File: src/rtl/adder_cla_pkg.sv
// rtl/adder_cla_pkg.sv - shared constants, types and group g/p helper for the pipelined CLA adder
//
// Purpose : GROUP_W (lookahead group size) and the g4/p4 pair typedef used by
//           adder_cla_pipe and cla_group4, plus a function computing the
//           group generate/propagate of a 4-bit slice.
// Ports   : none (package).
package adder_cla_pkg;

  localparam int GROUP_W = 4;

  typedef struct packed {
    logic g4;
    logic p4;
  } grp_gp_t;

  // p uses OR-propagate (x|y); valid for carry lookahead, not for sum bits.
  function automatic grp_gp_t group_gp(input logic [GROUP_W-1:0] a,
                                       input logic [GROUP_W-1:0] b);
    logic [GROUP_W-1:0] g;
    logic [GROUP_W-1:0] p;
    grp_gp_t            r;
    g    = a & b;
    p    = a | b;
    r.g4 = g[3] | (p[3] & g[2]) | (p[3] & p[2] & g[1]) | (p[3] & p[2] & p[1] & g[0]);
    r.p4 = &p;
    return r;
  endfunction

endpackage

File: src/rtl/cla_group4.sv
// rtl/cla_group4.sv - 4-bit carry-lookahead group: internal carries, sum bits, group g4/p4
//
// Purpose : one lookahead group; all internal carries are flat sum-of-products
//           of the group carry-in, so nothing ripples inside the group.
// Ports   : a_i, b_i - 4-bit operand slices (b already inverted for subtract)
//           c_i      - group carry-in from the lookahead unit
//           s_o      - 4 sum bits
//           g4_o     - group generate
//           p4_o     - group propagate
module cla_group4
  import adder_cla_pkg::*;
(
  input  logic [3:0] a_i,
  input  logic [3:0] b_i,
  input  logic       c_i,
  output logic [3:0] s_o,
  output logic       g4_o,
  output logic       p4_o
);

  logic [3:0] g;
  logic [3:0] p;
  logic [3:0] c;
  grp_gp_t    gp;

  assign g = a_i & b_i;
  assign p = a_i | b_i;

  assign c[0] = c_i;
  assign c[1] = g[0] | (p[0] & c_i);
  assign c[2] = g[1] | (p[1] & g[0]) | (p[1] & p[0] & c_i);
  assign c[3] = g[2] | (p[2] & g[1]) | (p[2] & p[1] & g[0]) | (p[2] & p[1] & p[0] & c_i);

  assign s_o = a_i ^ b_i ^ c;

  assign gp   = group_gp(a_i, b_i);
  assign g4_o = gp.g4;
  assign p4_o = gp.p4;

endmodule

File: src/rtl/adder_cla_pipe.sv
// rtl/adder_cla_pipe.sv - 2-stage pipelined carry-lookahead adder/subtractor with valid/ready
//
// Purpose : stage 1 registers effective operands, effective carry and per-group
//           g4/p4; stage 2 resolves group carries by lookahead, forms sum/c_out
//           and registers them. Both stages use valid/ready handshakes with
//           bubble collapse.
// Macro   : ADDER_CLA_OVF_EN - when defined, ovf is the registered signed
//           overflow flag; otherwise ovf is tied to 0.
// Ports   : clk, rst_n (async, active-low)
//           in_valid/in_ready, x, y, c_in, op_sub - operand side
//           out_valid/out_ready, sum, c_out, ovf  - result side
module adder_cla_pipe
  import adder_cla_pkg::*;
#(
  parameter int WIDTH = 16
)
(
  input  logic             clk,
  input  logic             rst_n,
  input  logic             in_valid,
  output logic             in_ready,
  input  logic [WIDTH-1:0] x,
  input  logic [WIDTH-1:0] y,
  input  logic             c_in,
  input  logic             op_sub,
  output logic             out_valid,
  input  logic             out_ready,
  output logic [WIDTH-1:0] sum,
  output logic             c_out,
  output logic             ovf
);

  localparam int NG = WIDTH / GROUP_W;

  // Stage 1 state
  logic                v1_q;
  logic [WIDTH-1:0]    a1_q, a1_d;
  logic [WIDTH-1:0]    b1_q, b1_d;
  logic                c1_q, c1_d;
  grp_gp_t [NG-1:0]    gp1_q, gp1_d;

  // Stage 2 state
  logic                v2_q;
  logic [WIDTH-1:0]    sum_q, sum_d;
  logic                cout_q, cout_d;

  logic                ready1;
  logic                ready2;
  logic [NG:0]         cg;
  logic [NG-1:0]       g4_unused;
  logic [NG-1:0]       p4_unused;

  assign ready2   = !v2_q | out_ready;
  assign ready1   = !v1_q | ready2;
  assign in_ready = ready1;

  // Subtract is x + ~y + 1; c_in only matters when adding.
  always_comb begin
    a1_d = x;
    b1_d = op_sub ? ~y : y;
    c1_d = op_sub ? 1'b1 : c_in;
    for (int i = 0; i < NG; i++) begin
      gp1_d[i] = group_gp(a1_d[i*GROUP_W +: GROUP_W], b1_d[i*GROUP_W +: GROUP_W]);
    end
  end

  always_ff @(posedge clk or negedge rst_n) begin
    if (!rst_n) begin
      v1_q  <= 1'b0;
      a1_q  <= '0;
      b1_q  <= '0;
      c1_q  <= 1'b0;
      gp1_q <= '0;
    end else if (ready1) begin
      v1_q <= in_valid;
      if (in_valid) begin
        a1_q  <= a1_d;
        b1_q  <= b1_d;
        c1_q  <= c1_d;
        gp1_q <= gp1_d;
      end
    end
  end

  // Each group carry is an independent flat product-sum over lower groups'
  // g4/p4 and the stage carry; no group carry depends on another group carry.
  always_comb begin : lookahead
    logic acc;
    logic pp;
    cg    = '0;
    acc   = 1'b0;
    pp    = 1'b1;
    cg[0] = c1_q;
    for (int k = 1; k <= NG; k++) begin
      acc = 1'b0;
      pp  = 1'b1;
      for (int j = k - 1; j >= 0; j--) begin
        acc = acc | (pp & gp1_q[j].g4);
        pp  = pp & gp1_q[j].p4;
      end
      cg[k] = acc | (pp & c1_q);
    end
  end

  for (genvar i = 0; i < NG; i++) begin : g_grp
    cla_group4 u_grp (
      .a_i  (a1_q[i*GROUP_W +: GROUP_W]),
      .b_i  (b1_q[i*GROUP_W +: GROUP_W]),
      .c_i  (cg[i]),
      .s_o  (sum_d[i*GROUP_W +: GROUP_W]),
      .g4_o (g4_unused[i]),
      .p4_o (p4_unused[i])
    );
  end

  assign cout_d = cg[NG];

  always_ff @(posedge clk or negedge rst_n) begin
    if (!rst_n) begin
      v2_q   <= 1'b0;
      sum_q  <= '0;
      cout_q <= 1'b0;
    end else if (ready2) begin
      v2_q <= v1_q;
      if (v1_q) begin
        sum_q  <= sum_d;
        cout_q <= cout_d;
      end
    end
  end

  assign out_valid = v2_q;
  assign sum       = sum_q;
  assign c_out     = cout_q;

`ifdef ADDER_CLA_OVF_EN
  logic ovf_q;
  logic ovf_d;
  logic c_msb;

  // Carry into the MSB recovered from the MSB sum bit.
  assign c_msb = a1_q[WIDTH-1] ^ b1_q[WIDTH-1] ^ sum_d[WIDTH-1];
  assign ovf_d = c_msb ^ cout_d;

  always_ff @(posedge clk or negedge rst_n) begin
    if (!rst_n) begin
      ovf_q <= 1'b0;
    end else if (ready2 && v1_q) begin
      ovf_q <= ovf_d;
    end
  end

  assign ovf = ovf_q;
`else
  assign ovf = 1'b0;
`endif

endmodule

File: config.mk
export PLATFORM = sky130hd
export DESIGN_NAME = adder_cla_pipe
export DESIGN_NICKNAME = d
export VERILOG_FILES = /design/src/rtl/adder_cla_pkg.sv /design/src/rtl/cla_group4.sv /design/src/rtl/adder_cla_pipe.sv
export SDC_FILE = /design/constraint.sdc
export NUM_CORES = 1
export LEC_CHECK = 0
export BUFFER_PORTS_ARGS = -buffer_cell sky130_fd_sc_hd__buf_2
export CAP_MARGIN = 20
export CORE_ASPECT_RATIO = 0.5
export CORE_MARGIN = 3
export CORE_UTILIZATION = 50
export CTS_CLUSTER_SIZE = 28
export DETAILED_ROUTE_END_ITERATION = 6
export PLACE_DENSITY_LB_ADDON = 0.15
export SLEW_MARGIN = 15
export SYNTH_ARGS = -nofsm -noshare
export SYNTH_HDL_FRONTEND = slang
export SYNTH_SLANG_ARGS = --single-unit
File: constraint.sdc
create_clock -name clk -period 5.45 [get_ports clk]
set_input_delay 1.09 -clock clk [delete_from_list [all_inputs] [get_ports clk]]
set_output_delay 1.09 -clock clk [all_outputs]
set_load 0.02 [all_outputs]
==> summary.md <==
| Metric | Value |
|---|---|
| Status | `finished, final reports clean` |
| Nets | `541` |
| Final Hold Slack | `0.474 ns` |
| Synthesized area per cell | `8.93 um^2` |
| Place WS | `2.65 ns` |
| Achievable Freq | `372 MHz` |
| Placed Area | `0.00410 mm^2` |
| # IOs | `58` |
| Input/output buffers | `56` |
| Tightest Hold Check Type | `reg -> reg` |
| Netlist cell types | `47` |
| R2r setup slk | `3.41 ns` |
| GR Overflow Total | `0` |
| DP HPWL | `5950 um` |
| TritonCTS sink count | `60` |
| R2R Path Start | `out_valid$_DFFE_PN0P_` |
| Slew @ Worst Pin | `0.989 ns` |
| Crit Reg-Reg Endpoint | `gp1_q[7]$_DFFE_PN0P_` |
| Synth area leaders | `dfrtp_1, ha_1, o21ai_0` |
| DR DRC count | `0` |
| Area growth, synth to finish | `18.4%` |
| Final Hold Fails | `0` |
| DR vias | `3046` |
| CTS tree | `yes` |
| Placed insts | `556` |
| Hold Path Cell Cnt | `2` |
| Crit path DAT | `1.60 ns` |
| Largest net degree at the start of global routing | `61` |
| Hold Buf Count CTS | `0` |
| Util after Layout | `0.637` |
| DRT iter0 DRCs | `192` |
| Final Wtd Congestion | `0.796` |
| Clock Latency Late Sink | `0.33 ns` |
| Final setup fails | `0` |
| MaxCap Viol Count | `0` |
| Postcts setup bufs | `0` |
| First-pass GRT wire length | `14000 um` |
| Design area | `0.00445 mm^2` |
| Die footprint | `0.00866 mm^2` |
| Post-cts resize count | `0` |
| Synth async-reset ratio | `1.00` |
| # diodes | `0` |
| H-Tree Depth | `3` |
| Clock buffer count from CTS | `9` |
| Final period util | `0.494` |
| Aggregate global-route resource usage | `0.210` |
| Multi-input gate area | `0.00200 mm^2` |
| Fill cells | `607` |
| Total power | `1.82 mW` |
| Flops & latches, synth | `60` |
| Vias/cell | `5.33` |
| Worst-path maximum fanout | `4` |
| RSZ-0062 raised after global routing | `no` |
| Reg clk slew, reported paths | `0.05 ns` |
| CP startpoint | `out_ready` |
| Core ar. | `0.00699 mm^2` |
| Final wirelength | `8160 um` |
| TNS Setup | `0 ns` |
| Period minus WS final | `2.69 ns` |
| FF+latch area | `0.00150 mm^2` |
| Die X | `129 um` |
| CP Launch Type | `input port` |
| Register area share after synthesis | `0.399` |
| TritonRoute pass-1 iters | `4` |
| Deepest clock path buffer count | `2` |
| Post-synth EDFFs | `0` |
| Yosys warning total | `0` |
| Row cnt | `21` |
| Most common cell after layout, fill and taps aside | `dfrtp_1` |
| Worst relative slew slack | `0.339` |
| Post-synth top flop | `dfrtp_1` |
| Syn Nets | `487` |
| Final cell count without fillers | `572` |
| Vias in the first global route | `2931` |
| Final max-slew violation count | `0` |
| Initial core utilization | `0.538` |
| Max Clock Skew | `0.00646 ns` |
| Reg2reg path depth | `6` |
| Antenna violations before repair | `0` |
| Wire per inst | `14.3 um` |
| Die height | `67.3 um` |
| Required @ worst endpoint | `4.36 ns` |
| Cell area after synthesis | `0.00376 mm^2` |
| Root Driver | `clkbuf_16` |
| Post-Synthesis Cells | `421` |
| Yosys top cell area share | `0.399` |
| Leading area contributor after synthesis | `dfrtp_1` |
| Hold Path End | `sum[11]$_DFFE_PN0P_` |
| Min-delay src | `sum[11]$_DFFE_PN0P_` |
| Worst vdd ir | `188 uV` |
| CP endpoint kind | `output port` |
| Layout cells sized above 1 | `0.194` |
| ANT nets after route | `0` |
| Commonest non-fill, non-tap cells in the layout | `dfrtp_1, buf_2, nand2_1` |
| Power per cell area | `410 mW/mm^2` |
| Leak | `2.17 nW` |
| Worst setup path class | `in -> out` |
| Setup slack after layout | `2.76 ns` |
synth_stat cells, types with 2 or more instances:
| master | number |
|---|---|
| xnor2_1 | 10 |
| nand3b_1 | 3 |
| o21bai_1 | 2 |
| o22ai_1 | 12 |
| xor2_1 | 20 |
| nor2_1 | 20 |
| nand2b_1 | 9 |
| a31oi_1 | 7 |
| clkbuf_1 | 9 |
| mux2_2 | 7 |
| a31o_2 | 3 |
| o21ai_0 | 51 |
| inv_1 | 47 |
| nor3_1 | 6 |
| a22o_1 | 3 |
| a21o_2 | 2 |
| dfrtp_1 | 60 |
| o21ai_1 | 2 |
| a211oi_1 | 4 |
| a221o_1 | 2 |
| nor4b_1 | 2 |
| nand2_1 | 53 |
| a221oi_1 | 7 |
| nor2b_1 | 5 |
| fa_1 | 4 |
| buf_2 | 5 |
| ha_1 | 24 |
| a21oi_1 | 23 |
worst max-delay path, stage by stage:
cell and delay [ns]:
buf_2 0.10, nand3b_1 0.21, buf_2 0.20
final cells by class:
| cell class | count | area share |
|---|---|---|
| Clock buffer | 10 | 0.0537 |
| Multi-Input combinational cell | 298 | 0.450 |
| Clock inverter | 6 | 0.0250 |
| Sequential cell | 60 | 0.337 |
| Inverter | 47 | 0.0397 |
| Timing Repair Buffer | 59 | 0.0681 |
| Tap cell | 92 | 0.0259 |
worst max-delay path by stage:
stage	to	slack (ns)	depth (start not counted)
floorplan	in_ready	2.98	1
global placement	gp1_q[7]$_DFFE_PN0P_	2.70	7
detailed placement	gp1_q[7]$_DFFE_PN0P_	2.65	7
CTS	in_ready	2.76	3
global route	in_ready	2.71	3
finish	in_ready	2.76	3
per-layer routing:
metal | share of wire | up-vias | global-route usage
met5 | 0 | - | 0
met4 | 0.011 | 0 | 0.0576
met3 | 0.066 | 8 | 0.0687
met2 | 0.41 | 86 | 0.315
met1 | 0.52 | 1410 | 0.295
li1 | - | 1542 | -
logic make-up after synthesis:
| family | share of synthesized area |
|---|---|
| AO/OA/AOI/OAI | 0.210 |
| multiplexers | 0.0210 |
| XOR/XNOR | 0.0699 |
| adder cells (fa/ha/maj) | 0.101 |
| AND/OR/NAND/NOR | 0.130 |
| buffers and inverters | 0.0676 |
| other | 0.000998 |
| flip-flops | 0.399 |
flip-flops by register name (all words and copies together) (netlist names):
register and count:
sum 16, a1_q 16, b1_q 16, v1_q 1
gp1_q 8, c_out 1, out_valid 1, c1_q 1
power breakdown:
group | internal (mW) | switching, mW
Clock | 0.458 | 0.203
Combinational | 0.218 | 0.329
Sequential | 0.552 | 0.0634
Total | 1.23 | 0.596
No activity file was read; power rests on OpenSTA's default activity.
